`src/rtl/vend_pkg.sv`:
```
// Shared coin codes and output-FSM states for the vending-machine front end.
package vend_pkg;

    localparam logic [1:0] CODE_NONE = 2'b00;
    localparam logic [1:0] CODE_HALF = 2'b01;
    localparam logic [1:0] CODE_ONE  = 2'b10;
    localparam logic [1:0] CODE_RSVD = 2'b11;

    typedef enum logic [1:0] {
        IDLE = 2'd0,
        EMIT = 2'd1,
        GAP  = 2'd2
    } out_state_t;

endpackage

```
`src/rtl/coin_debounce.sv`:
```
// One coin-sensor channel: 2-flop synchronizer, stability counter and a
// single-cycle pulse on the edge where the debounced level rises.
module coin_debounce #(
    parameter int DEBOUNCE_CYCLES = 4
) (
    input  logic Clk,
    input  logic Reset,
    input  logic raw,
    output logic rise
);

    localparam int CNT_W = $clog2(DEBOUNCE_CYCLES + 1);

    logic             sync_meta;
    logic             sync_q;
    logic             level;
    logic [CNT_W-1:0] cnt;
    logic             flip;

    // The level flips on the same edge the counter would reach its limit.
    assign flip = (sync_q != level) && (cnt == CNT_W'(DEBOUNCE_CYCLES - 1));
    assign rise = flip && sync_q;

    always_ff @(posedge Clk or posedge Reset) begin
        if (Reset) begin
            sync_meta <= 1'b0;
            sync_q    <= 1'b0;
            level     <= 1'b0;
            cnt       <= '0;
        end else begin
            sync_meta <= raw;
            sync_q    <= sync_meta;
            if (sync_q == level) begin
                cnt <= '0;
            end else if (flip) begin
                cnt   <= '0;
                level <= sync_q;
            end else begin
                cnt <= cnt + 1'b1;
            end
        end
    end

endmodule

```
`src/rtl/coin_input_encoder.sv`:
```
// Turns two bouncy coin sensors into queued, spaced single-cycle coin codes
// for the vending FSM.
module coin_input_encoder
    import vend_pkg::*;
#(
    parameter int DEBOUNCE_CYCLES = 4,
    parameter int FIFO_DEPTH      = 4,
    parameter int GAP_CYCLES      = 1
) (
    input  logic       Clk,
    input  logic       Reset,
    input  logic       Coin_half_raw,
    input  logic       Coin_one_raw,
    output logic [1:0] D_out,
    output logic       Overflow,
    output logic       Fifo_empty
);

    localparam int PTR_W = $clog2(FIFO_DEPTH);
    localparam int GAP_W = $clog2(GAP_CYCLES + 1);

    logic             rise_half;
    logic             rise_one;
    logic             pend_half;
    logic             pend_one;
    logic             pend_half_nxt;
    logic             pend_one_nxt;
    logic             push_valid;
    logic [1:0]       push_code;
    logic [1:0]       mem [FIFO_DEPTH];
    logic [PTR_W:0]   wr_ptr;
    logic [PTR_W:0]   rd_ptr;
    logic             empty;
    logic             full;
    logic             pop;
    logic             accept;
    out_state_t       state;
    logic [GAP_W-1:0] gap_cnt;

    coin_debounce #(.DEBOUNCE_CYCLES(DEBOUNCE_CYCLES)) u_half (
        .Clk   (Clk),
        .Reset (Reset),
        .raw   (Coin_half_raw),
        .rise  (rise_half)
    );

    coin_debounce #(.DEBOUNCE_CYCLES(DEBOUNCE_CYCLES)) u_one (
        .Clk   (Clk),
        .Reset (Reset),
        .raw   (Coin_one_raw),
        .rise  (rise_one)
    );

    // One push per cycle; deferred coins always go ahead of fresh rises so
    // arrival order is kept and nothing is merged.
    always_comb begin
        push_valid    = 1'b0;
        push_code     = CODE_NONE;
        pend_half_nxt = pend_half;
        pend_one_nxt  = pend_one;
        if (pend_one) begin
            push_valid    = 1'b1;
            push_code     = CODE_ONE;
            pend_one_nxt  = rise_one;
            pend_half_nxt = pend_half | rise_half;
        end else if (pend_half) begin
            push_valid    = 1'b1;
            push_code     = CODE_HALF;
            pend_half_nxt = rise_half;
            pend_one_nxt  = rise_one;
        end else if (rise_half) begin
            push_valid    = 1'b1;
            push_code     = CODE_HALF;
            pend_one_nxt  = rise_one;
        end else if (rise_one) begin
            push_valid    = 1'b1;
            push_code     = CODE_ONE;
        end
    end

    assign empty      = (wr_ptr == rd_ptr);
    assign full       = (wr_ptr[PTR_W] != rd_ptr[PTR_W]) &&
                        (wr_ptr[PTR_W-1:0] == rd_ptr[PTR_W-1:0]);
    assign pop        = (state == IDLE) && !empty;
    assign accept     = push_valid && (!full || pop);
    assign Fifo_empty = empty;

    always_ff @(posedge Clk) begin
        if (accept) begin
            mem[wr_ptr[PTR_W-1:0]] <= push_code;
        end
    end

    always_ff @(posedge Clk or posedge Reset) begin
        if (Reset) begin
            wr_ptr    <= '0;
            pend_half <= 1'b0;
            pend_one  <= 1'b0;
            Overflow  <= 1'b0;
        end else begin
            pend_half <= pend_half_nxt;
            pend_one  <= pend_one_nxt;
            if (accept) begin
                wr_ptr <= wr_ptr + 1'b1;
            end else if (push_valid) begin
                Overflow <= 1'b1;
            end
        end
    end

    // The head code is registered straight onto D_out on the popping edge.
    always_ff @(posedge Clk or posedge Reset) begin
        if (Reset) begin
            state   <= IDLE;
            D_out   <= CODE_NONE;
            rd_ptr  <= '0;
            gap_cnt <= '0;
        end else begin
            case (state)
                IDLE: begin
                    if (!empty) begin
                        D_out  <= mem[rd_ptr[PTR_W-1:0]];
                        rd_ptr <= rd_ptr + 1'b1;
                        state  <= EMIT;
                    end else begin
                        D_out <= CODE_NONE;
                    end
                end
                EMIT: begin
                    D_out   <= CODE_NONE;
                    gap_cnt <= '0;
                    state   <= GAP;
                end
                GAP: begin
                    D_out <= CODE_NONE;
                    if (gap_cnt == GAP_W'(GAP_CYCLES - 1)) begin
                        state <= IDLE;
                    end else begin
                        gap_cnt <= gap_cnt + 1'b1;
                    end
                end
                default: begin
                    D_out <= CODE_NONE;
                    state <= IDLE;
                end
            endcase
        end
    end

endmodule

```
`config.mk`:
```
export PLATFORM = sky130hd
export DESIGN_NAME = coin_input_encoder
export DESIGN_NICKNAME = d
export VERILOG_FILES = /design/src/rtl/vend_pkg.sv /design/src/rtl/coin_debounce.sv /design/src/rtl/coin_input_encoder.sv
export SDC_FILE = /design/constraint.sdc
export NUM_CORES = 1
export LEC_CHECK = 0
export CAP_MARGIN = 20
export CORE_MARGIN = 2
export CORE_UTILIZATION = 52
export CTS_CLUSTER_SIZE = 14
export DETAILED_ROUTE_END_ITERATION = 16
export PLACE_DENSITY = 0.73
export SYNTH_ARGS = -nofsm -noshare
export SYNTH_HDL_FRONTEND = slang
export SYNTH_HIERARCHICAL = 1
export SYNTH_SLANG_ARGS = --single-unit
export TNS_END_PERCENT = 5
```
`constraint.sdc`:
```
create_clock -name Clk -period 1.71 [get_ports Clk]
set_input_delay 0.2565 -clock Clk [delete_from_list [all_inputs] [get_ports Clk]]
set_output_delay 0.2565 -clock Clk [all_outputs]
set_load 0.005 [all_outputs]
```
* Word-level counts from Yosys, hierarchy flattened
Memories as Yosys holds them, arrays and structs flattened. Index checks and enable logic that the tools add are counted.
Word-level totals: register bits after elaboration 26, bits in writable memories 8, bits of input ports 4, word-level logic and storage cells 83, memories kept 1
Memory list:
- mem | words 4, width 2, read ports 1, clocked after memory_dff 0, write ports 1, RTL line coin_input_encoder.sv:30 | logic [1:0] mem [FIFO_DEPTH];
Cells by class: add/subtract/negate cells 5, equality and inequality tests 13, mux-type cells 26, bitwise operators 5, reduce and logical (&&, ||, !) cells 17
Operators with widths (number):
- $mux W2 | 8
- $add A3 B1 Y3 const B | 4
- $mux W1 | 12
- $mux W3 | 4
- $reduce_and A2 Y1 | 5
- $logic_and A1 B1 Y1 | 7
- $eq A3 B2 Y1 const B | 2
- $pmux W2 S3 | 1
- $ne A2 B2 Y1 const B | 2
- $not A1 Y1 | 4
- $eq A3 B3 Y1 | 1
- $ne A1 B1 Y1 | 3
- $eq A1 B1 Y1 | 2
- $eq A2 B1 Y1 const B | 1
- $eq A2 B2 Y1 | 1
- $eq A2 B2 Y1 const B | 1
- $logic_not A1 Y1 | 2
- $logic_not A2 Y1 | 1
- $pmux W1 S2 | 1
- $reduce_bool A2 Y1 | 1
- $add A1 B1 Y1 const B | 1
- $logic_or A1 B1 Y1 | 1
- $or A1 B1 Y1 | 1

* Logic depth before layout (Yosys ltp)
word-level depth 10, depth in mapped cells 6, mapped depth without buffers 6

* Modules after synthesis
Netlist, hierarchy kept.
Modules (own cells, without submodules):
- coin_input_encoder | instances 1, cells an instance 73, area an instance 1028.5 um^2, seq. area each 565.5 um^2
- coin_debounce | instances 2, cells an instance 15, area an instance 235.2 um^2, seq. area each 150.1 um^2

* Least setup slack after synthesis
Ideal clock, no wire load.
path kind register to register, start point reg u_half.cnt[0], end point mem mem[0][0] (enable), arrival 1483 ps, required time 1378 ps, setup slack -105 ps, stages on the path, launching flop included 6, buffers on the path 0, clock period less this slack 1815 ps, cells stage by stage dfrtp_1 > ha_1 > nand2b_4 > nor3b_1 > nor4_2 > nor3b_1
Between the ends: word-level cells in the longest chain between the ends 9
RTL lines:
- start: declaration | RTL line coin_debounce.sv:17 | logic [CNT_W-1:0] cnt;
- start signal: assignment | RTL line coin_debounce.sv:39 | cnt <= cnt + 1'b1;
- $eq A3 B2 Y1 | RTL line coin_debounce.sv:21 | assign flip = (sync_q != level) && (cnt == CNT_W'(DEBOUNCE_CYCLES - 1));
- $logic_and A1 B1 Y1 | RTL line coin_debounce.sv:21
- $logic_and A1 B1 Y1 | RTL line coin_debounce.sv:22 | assign rise = flip && sync_q;
- net rise_half | RTL line coin_input_encoder.sv:22 | logic rise_half;
- $mux W1 | RTL line coin_input_encoder.sv:71 | end else if (rise_half) begin
- $mux W1 | RTL line coin_input_encoder.sv:66 | end else if (pend_half) begin
- $mux W1 | RTL line coin_input_encoder.sv:61 | if (pend_one) begin
- $logic_and A1 B1 Y1 | RTL line coin_input_encoder.sv:85 | assign accept = push_valid && (!full || pop);
- $mux W1 | RTL line coin_input_encoder.sv:89 | if (accept) begin
- $mux W1 (implied by the code) | RTL line coin_input_encoder.sv:90 | mem[wr_ptr[PTR_W-1:0]] <= push_code;
- end: declaration | RTL line coin_input_encoder.sv:30
The timed path passes the listed nets, and every way through them passes these cells.

* Worst setup path after layout
Ends and elaborated chain as after synthesis.

==> impl_summary.log <==
INFO  metric run_status = finished clean
INFO  metric wire_per_inst = 15.5 um
INFO  metric critical_path.endpoint_type = flip-flop
INFO  metric area_delta_synth_final = 29.4%
INFO  metric clkSinkCount = 33
INFO  metric yosysTopAreaCellShare = 41.7%
INFO  metric final-hold-violation-count = 0
INFO  metric cts.htree.levels = 2
INFO  metric worst_ep_required_time = 1760 ps
INFO  metric grt_setup_unrepaired = true
INFO  metric cell_by_cell_listing_of_the_critical_path = ha_4, nand2b_4, nor3b_4, nor4_4, buf_4, nor3b_4
INFO  metric crit_path_frequent_cell = sky130_fd_sc_hd__nor3b_4
INFO  metric clk_pin_slew_worst_paths = 110 ps
INFO  metric antenna_found_initial = 0
INFO  metric num_vias = 941
INFO  metric synth_fp_nets = 114
INFO  metric cts_inserted_buffers = 5
INFO  metric crit_slowest_cell = sky130_fd_sc_hd__dfrtp_1
INFO  metric powerDensity = 1650 mW/mm2
INFO  metric ir_worst_vdd = 1.45 mV
INFO  metric first_iter_violations = 16
INFO  metric nets = 154
INFO  metric std_cell_rows = 19
INFO  metric slew_headroom = 65.0%
INFO  metric hpwlAfterDp = 1850 um
INFO  metric grt_first_pass_wirelength = 4420 um
INFO  metric boundaryPins = 8
INFO  metric worstSkewPairLatency = 340 ps
INFO  metric gr-total-overflow = 0
INFO  metric whs = 172 ps
INFO  metric detail_route.drc_violations = 0
INFO  metric setup.worst_path.start_class = flip-flop
INFO  metric synth_top_cell_by_area = sky130_fd_sc_hd__dfrtp_1
INFO  metric max_cap_viols = 0
INFO  metric final_antenna_net_count = 0
INFO  metric grt_util_all_layers = 18.4%
INFO  metric min_path_type = primary input to async pin
INFO  metric num_antenna_cells = 0
INFO  metric path_delay_family = simple AND/OR/NAND/NOR gates
INFO  metric timing_worst_setup_path_type = flip-flop to flip-flop
INFO  metric drt_first_pass_iters = 4
INFO  metric timing.critical_path.buf_inv = 1
INFO  metric mostFrequentLayoutCell = sky130_fd_sc_hd__buf_4
INFO  metric fp.dieArea = 0.00333 mm2
INFO  metric drt-total-wl = 2710 um
INFO  metric drv_slew = 0
INFO  metric initial_utilization = 54.4%
INFO  metric ctsLongestPathBuffers = 2
INFO  metric cts_root_buffer = sky130_fd_sc_hd__clkbuf_4
INFO  metric netlist_top_cells_area = sky130_fd_sc_hd__dfrtp_1 (42%), sky130_fd_sc_hd__edfxtp_1 (16%), sky130_fd_sc_hd__ha_1 (5.8%)
INFO  metric syn_area = 0.00150 mm2
INFO  metric gp_congestion = 0.859
INFO  metric placeableCoreArea = 0.00276 mm2
INFO  metric cellLeakagePower = 0.881 nW
INFO  metric synthesis.yosys.warnings = 6
INFO  metric place_worst_setup_slack = -165 ps
INFO  metric io_buffer_count = 7
INFO  metric timing.final.setup_violations = 0
INFO  metric vias_per_cell = 5.38
INFO  metric grt_max_degree = 14
INFO  metric worst_pin_slew = 524 ps
INFO  metric timing.final.crit_period = 1690 ps
INFO  metric synth_area_per_cell = 14.6 um2
INFO  metric setup_ws = 20.3 ps
INFO  metric finalClockSkew = 12.9 ps
INFO  metric cpPeakStageDelay = 400 ps
INFO  metric cts_tree = yes
INFO  metric timing.fmax = 592 MHz
INFO  metric netlist_instances = 103
INFO  metric yosysSeqAreaShare = 57.8%
INFO  metric synth_seq_cells = 33
INFO  metric first_global_vias = 992
INFO  metric timing.critical_path.arrival = 1740 ps
INFO  metric post_route_cells_drive_above_1_share = 38.9%
INFO  metric worstPathMaxFanout = 8
INFO  metric synth_unique_cells = 31
INFO  metric post-route-util = 70.3%
INFO  metric layout_common_cells = sky130_fd_sc_hd__buf_4 (26), sky130_fd_sc_hd__dfrtp_1 (25), sky130_fd_sc_hd__edfxtp_1 (8)
INFO  metric final.setup.tns = 0 ps
INFO  metric dieWidth = 57.7 um
INFO  metric timing.final.crit_share = 98.8%
INFO  metric die-height = 57.7 um
[final cells by class]
| class | count | area [um2] |
|---|---|---|
| Multi-Input combinational cell | 63 | 693 |
| Clock buffer | 5 | 37.5 |
| Inverter | 7 | 26.3 |
| Clock inverter | 3 | 17.5 |
| Fill cell | 186 | 818 |
| Tap cell | 31 | 38.8 |
| Sequential cell | 33 | 866 |
| Timing Repair Buffer | 33 | 260 |
[through the flow]
stage               total power (W)  std cells  instance area, um2
floorplan                   0.00204        103                1510
detailed placement          0.00260        161                1770
global placement            0.00254        161                1770
finish                      0.00320        175                1940
CTS                         0.00306        169                1850
global route                0.00345        175                1940
[state kept, by name (all words and copies together) (netlist names), 2 cells and up]
name,cells
rd_ptr,3
u_one/cnt,3
D_out,2
mem,8
state,2
u_half/cnt,3
wr_ptr,3
[routing by layer]
layer / vias up / wire [um] / track usage (%) / part of all wire (%)
met4: 0 / 57 / 8.97 / 2.1
met1: 466 / 1170 / 21.8 / 43
met5: - / 0 / 0 / 0
li1: 455 / - / - / -
met3: 7 / 88 / 6.03 / 3.2
met2: 13 / 1400 / 30.4 / 52
[cells in the mapped netlist, drive strengths merged]
| master | n |
|---|---|
| o221ai | 2 |
| nor2 | 4 |
| mux4 | 2 |
| or4 | 2 |
| inv | 7 |
| nor3b | 9 |
| nand2b | 2 |
| ha | 7 |
| nor3 | 1 |
| xor2 | 4 |
| or3 | 2 |
| edfxtp | 8 |
| dfrtp | 25 |
| mux2 | 3 |
| o311ai | 2 |
| nand3b | 1 |
| and3b | 2 |
| nand2 | 3 |
| a21o | 2 |
| o31a | 2 |
| nor2b | 1 |
| nor4 | 2 |
| xnor2 | 4 |
| and2 | 2 |
| o21ai | 2 |
| or2 | 1 |
| maj3 | 1 |
[repair_timing]
action                                  4_1_cts  5_1_grt
gates cloned                                  0        0
pin swaps                                     3        6
hold buffers                                  0        0
resized for setup                            10        7
endpoints found under the setup margin       11       10
setup buffers                                 0        7
[worst paths after layout]
check,startpoint,end,slack [ps],depth (start not counted)
worst max-delay path,u_half/cnt[0]$_DFF_PP0_,mem[0][0]$_DFFE_PP_,20,6
worst min-delay path,Reset,u_half/level$_DFFE_PP0P_,170,2
worst max register to register,u_half/cnt[0]$_DFF_PP0_,mem[0][0]$_DFFE_PP_,20,6
worst min register to register,u_half/sync_meta$_DFF_PP0_,u_half/sync_q$_DFF_PP0_,360,0
max in group asynchronous,Reset,D_out[1]$_DFF_PP0_,1070,2
min in group Clk,u_half/sync_meta$_DFF_PP0_,u_half/sync_q$_DFF_PP0_,360,0
[report_power, final]
part,internal (W),switching [W]
clock network,0.000155,0.000280
registers,0.00101,0.000188
logic,0.000883,0.000684
[kinds of logic (layout without fill, tap and decap cells)]
family                     after synthesis  count (layout)  synth area share [%]
muxes                                    5               5                  6.51
xor gates and xnor gates                 8               8                  5.68
buffers and inverters                    7              48                  1.75
AOI/OAI and AO/OA                       10              10                  5.76
adders and majority gates                8               8                  6.51
DFF                                     33              33                  57.8
and+or+nand+nor                         32              32                  16.0
No activity file was read; power rests on OpenSTA's default activity.
==> RTL change 1 (same settings) <==
Put one more register stage on the output `Overflow`, with the module's reset. The value now appears one clock later. The other outputs are not delayed to match.
--- a/src/rtl/coin_input_encoder.sv
+++ b/src/rtl/coin_input_encoder.sv
@@ -18,6 +18,8 @@
 
     localparam int PTR_W = $clog2(FIFO_DEPTH);
     localparam int GAP_W = $clog2(GAP_CYCLES + 1);
+
+    logic Overflow_s0;
 
     logic             rise_half;
     logic             rise_one;
@@ -96,14 +98,14 @@
             wr_ptr    <= '0;
             pend_half <= 1'b0;
             pend_one  <= 1'b0;
-            Overflow  <= 1'b0;
+            Overflow_s0 <= 1'b0;
         end else begin
             pend_half <= pend_half_nxt;
             pend_one  <= pend_one_nxt;
             if (accept) begin
                 wr_ptr <= wr_ptr + 1'b1;
             end else if (push_valid) begin
-                Overflow <= 1'b1;
+                Overflow_s0 <= 1'b1;
             end
         end
     end
@@ -147,5 +149,13 @@
         end
     end
 
+    always_ff @(posedge Clk or posedge Reset) begin
+        if (Reset) begin
+            Overflow <= '0;
+        end else begin
+            Overflow <= Overflow_s0;
+        end
+    end
+
 endmodule
 
Function: same outputs for any inputs over 10 cycles, from zero or initial values and one cycle with Reset high; that may be too few to reach the edited logic, so the function may still have changed.
==> RTL change 1 against the unedited design <==
  * Clock power fell by 7.1%
  * Wire length down 7.6%
  * Worst setup slack got worse by 0.034 ns
  * Total power fell by 1.9%
  * Via count fell by 2.1%
  * Die area increased by 1.5%
  * Utilization is 0.74 points lower
  * The flow now finishes with violations (setup timing)
  * Highest routed layer unchanged
  * Sequential cell count up 1
  * Area after synthesis increased by 1.7%
  * Final area shrank 0.19%
==> RTL change 1: results (changes against the unedited design) <==
metric;value;unit;change
initial antenna violation count;0;;unchanged
Nets;152;;was 154
Top FF cell, synth;dfrtp_1;;unchanged
Setup-failing EPs final;1;;was 0
Leak Pwr;0.878;nW;was 0.881 nW
hold crit path type;in2async;;unchanged
clk_lat worst skew;0.33;ns;
clk slew on worst S/H paths;0.10;ns;
drt wl/cell;14.5;um;was 15.5 um
status;complete, but fails checks;;was complete, no violations
GR Util met1;0.204;;was 0.218
Synth area leaders;dfrtp_1, edfxtp_1, ha_1, nor3b_1, mux4_1;;unchanged
syn nets;115;;was 114
H-Tree Depth;2;;unchanged
PortBufs;7;;unchanged
asr flop ratio synth;0.765;;was 0.758
met3 wire len;93;um;was 88 um
failing checks;setup timing;;
DR vias;921;;was 941
clock root buffer;clkbuf_4;;unchanged
total CTS buffers;5;;unchanged
Setup Skew;0.0111;ns;was 0.0129 ns
Fin Setup TNS;-0.0133;ns;was 0 ns
met2 Usage GRT;0.299;;was 0.304
met2 WL post-DR;1280;um;was 1400 um
peak supply drop;1.68;mV;was 1.45 mV
GRT Util Overall;0.179;;was 0.184
uppermost routed layer;met4;;unchanged
delay-heaviest family, CP;simple AND/OR/NAND/NOR gates;;unchanged
Diodes inserted;0;;unchanged
CP max stage cell;or4_4;;was dfrtp_1
peak fanout along the critical path;4;;was 8
number of synthesized flops with an enable pin;8;;unchanged
first-pass GRT wire length;4320;um;was 4420 um
wl on met1;1060;um;was 1170 um
max reg flops;8;;unchanged
layout cells sized above 1;0.359;;was 0.389
number of global-route vias before repair;990;;was 992
clock buffer depth;2;;unchanged
Final GP Congestion;0.799;;was 0.859
Slew HR;0.635;;was 0.650
M3 GR Usage;0.0714;;was 0.0603
synth warn;6;;unchanged
largest net degree at the start of global routing;15;;was 14
DR iter-0 viols;30;;was 16
Pre-antenna DRT Iters;4;;unchanged
pre-CTS WS;-0.235;ns;was -0.165 ns
CP peak stage delay;0.51;ns;was 0.40 ns
CP arrival;1.93;ns;was 1.74 ns
Netlist cell types;31;;unchanged
post-route setup slack;-0.0133;ns;was 0.0203 ns
sequential area share after synthesis;0.585;;was 0.578
Post-synth top cells;dfrtp_1, nor3b_1, edfxtp_1, ha_1, inv_1;;unchanged
detailed placement HPWL;1870;um;was 1850 um
Fillers;189;;was 186
==> RTL change 1: what timing repair did <==
action,in CTS,in global routing
pin swaps,2,5
cloned,0,0
setup buffers,0,1
endpoints found under the setup margin,13,11
resized for setup,9,9
==> RTL change 1: through the flow <==
step | hold slack [ns] | std cells | instance area [um2]
6_report | 0.186 | 173 | 1940
2_1_floorplan | 0.0475 | 104 | 1530
3_3_place_gp | 0.340 | 164 | 1810
3_5_place_dp | 0.343 | 164 | 1810
5_1_grt | 0.206 | 173 | 1940
4_1_cts | 0.180 | 172 | 1870
==> RTL change 1: where the power goes <==
part | switching (mW) | internal, mW
registers | 0.184 | 1.05
logic | 0.674 | 0.836
clock network | 0.249 | 0.154
==> RTL change 1: kinds of logic after synthesis <==
family / synth area share
buffers and inverters: 0.0172
muxes: 0.0640
DFF: 0.585
AOI/OAI and AO/OA: 0.0567
and+or+nand+nor: 0.158
adders and majority gates: 0.0640
xor gates and xnor gates: 0.0558
==> RTL change 1: path summary, 6_finish.rpt <==
path | end | startpoint | depth (start not counted)
max in group asynchronous | Overflow | Reset | 2
min in group Clk | u_half/sync_meta | Coin_half_raw | 1
worst min register to register | u_half/sync_q | u_half/sync_meta | 0
worst max register to register | wr_ptr[0] | u_half/cnt[0] | 7
worst min-delay path | u_one/level | Reset | 2
worst max-delay path | wr_ptr[0] | u_half/cnt[0] | 7
==> RTL change 1: area by class of cell <==
class | count | area share
Clock buffer | 6 | 0.0213
Multi-Input combinational cell | 63 | 0.354
Sequential cell | 34 | 0.460
Inverter | 7 | 0.0136
Timing Repair Buffer | 30 | 0.127
Tap cell | 31 | 0.0200
Clock inverter | 2 | 0.00452
==> RTL change 2 (config.mk and constraints unchanged) <==
Without the edit above. `DEBOUNCE_CYCLES` is set to 4 in 2 places; all go to 16.
--- a/src/rtl/coin_debounce.sv
+++ b/src/rtl/coin_debounce.sv
@@ -1,7 +1,7 @@
 // One coin-sensor channel: 2-flop synchronizer, stability counter and a
 // single-cycle pulse on the edge where the debounced level rises.
 module coin_debounce #(
-    parameter int DEBOUNCE_CYCLES = 4
+    parameter int DEBOUNCE_CYCLES = 16
 ) (
     input  logic Clk,
     input  logic Reset,
--- a/src/rtl/coin_input_encoder.sv
+++ b/src/rtl/coin_input_encoder.sv
@@ -3,7 +3,7 @@
 module coin_input_encoder
     import vend_pkg::*;
 #(
-    parameter int DEBOUNCE_CYCLES = 4,
+    parameter int DEBOUNCE_CYCLES = 16,
     parameter int FIFO_DEPTH      = 4,
     parameter int GAP_CYCLES      = 1
 ) (
Formal check against the unedited RTL: not equivalent (a bounded check fails within 10 cycles, from zero or initial values and one cycle with Reset high).
==> RTL change 2 against the unedited design <==
  * The flow now finishes with violations (setup timing)
  * Area after synthesis up 12%
  * Sequential cell count up 4
  * Global-route usage up 1.1 points
  * Wire length up 13%
  * Worst setup slack worse by 0.070 ns
  * Final area up 11%
  * Die area up 11%
  * Highest routed layer unchanged
Power is not compared: it rests on default switching activity, and its combinational part moved more than twofold at a synthesized area within 25%.
==> RTL change 2: results (changes against the unedited design) <==
metric;value;unit;change
status;complete, but fails checks;;was complete, no violations
failing checks;setup timing;;
xor and xnor area share after synthesis;0.0717;;was 0.0568
inverters;9;;was 7
CP peak stage delay;0.49;ns;was 0.40 ns
Pre-antenna DRT Iters;5;;was 4
Slew @ Worst Pin;0.622;ns;was 0.524 ns
DR vias;1084;;was 941
Die Outline Area;3690;um2;was 3330 um2
CP arrival;1.99;ns;was 1.74 ns
Netlist cell types;36;;was 31
met2 WL post-DR;1680;um;was 1400 um
Final GP Congestion;0.775;;was 0.859
comb_multi_in;77;;was 63
CP max stage cell;nor4_4;;was dfrtp_1
layout cells sized above 1;0.388;;was 0.389
GR Util met1;0.205;;was 0.218
post-route setup slack;-0.0501;ns;was 0.0203 ns
Nets;170;;was 154
Reg2Reg Depth;5;;was 6
drt total wl;3080;um;was 2710 um
first-pass GRT wire length;5020;um;was 4420 um
CTS Sinks;37;;was 33
peak fanout along the critical path;5;;was 8
Post-synth top cells;dfrtp_1, nor2_1, inv_1, edfxtp_1, xor2_1;;was dfrtp_1, nor3b_1, edfxtp_1, ha_1, inv_1
met2 Usage GRT;0.352;;was 0.304
M3 GR Usage;0.0490;;was 0.0603
number of global-route vias before repair;1123;;was 992
Fin Setup TNS;-0.143;ns;was 0 ns
Setup-failing EPs final;6;;was 0
Synth area leaders;dfrtp_1, edfxtp_1, ha_1, xor2_1, mux4_1;;was dfrtp_1, edfxtp_1, ha_1, nor3b_1, mux4_1
[RTL change 2: cell count changes after synthesis, moves of 4 or more]
cell     before  now
dfrtp_1      25   29
nor2_1        4   10
nor3b_1       9    3
xor2_1        2    8
[RTL change 2: repair_timing]
action                                  in CTS  in global routing
endpoints found under the setup margin      12                 21
pin swaps                                   12                  6
resized for setup                           16                  6
buffers inserted                             3                  1
[RTL change 2: worst register-to-register path, delay by kind of cell, from the launching register on]
kind                      cells  cell delay [ns]
DFF                           1             0.43
xor gates and xnor gates      1             0.20
and+or+nand+nor               1             0.49
buffers and inverters         2             0.40
AOI/OAI and AO/OA             1             0.12
[RTL change 2: path summary, 6_finish.rpt]
path,startpoint,to
worst min register to register,u_one/sync_meta,u_one/sync_q
worst max register to register,wr_ptr[1],wr_ptr[2]
worst min-delay path,Reset,u_one/level
max in group asynchronous,Reset,Overflow
worst max-delay path,wr_ptr[1],wr_ptr[2]
min in group Clk,Coin_half_raw,u_half/sync_meta
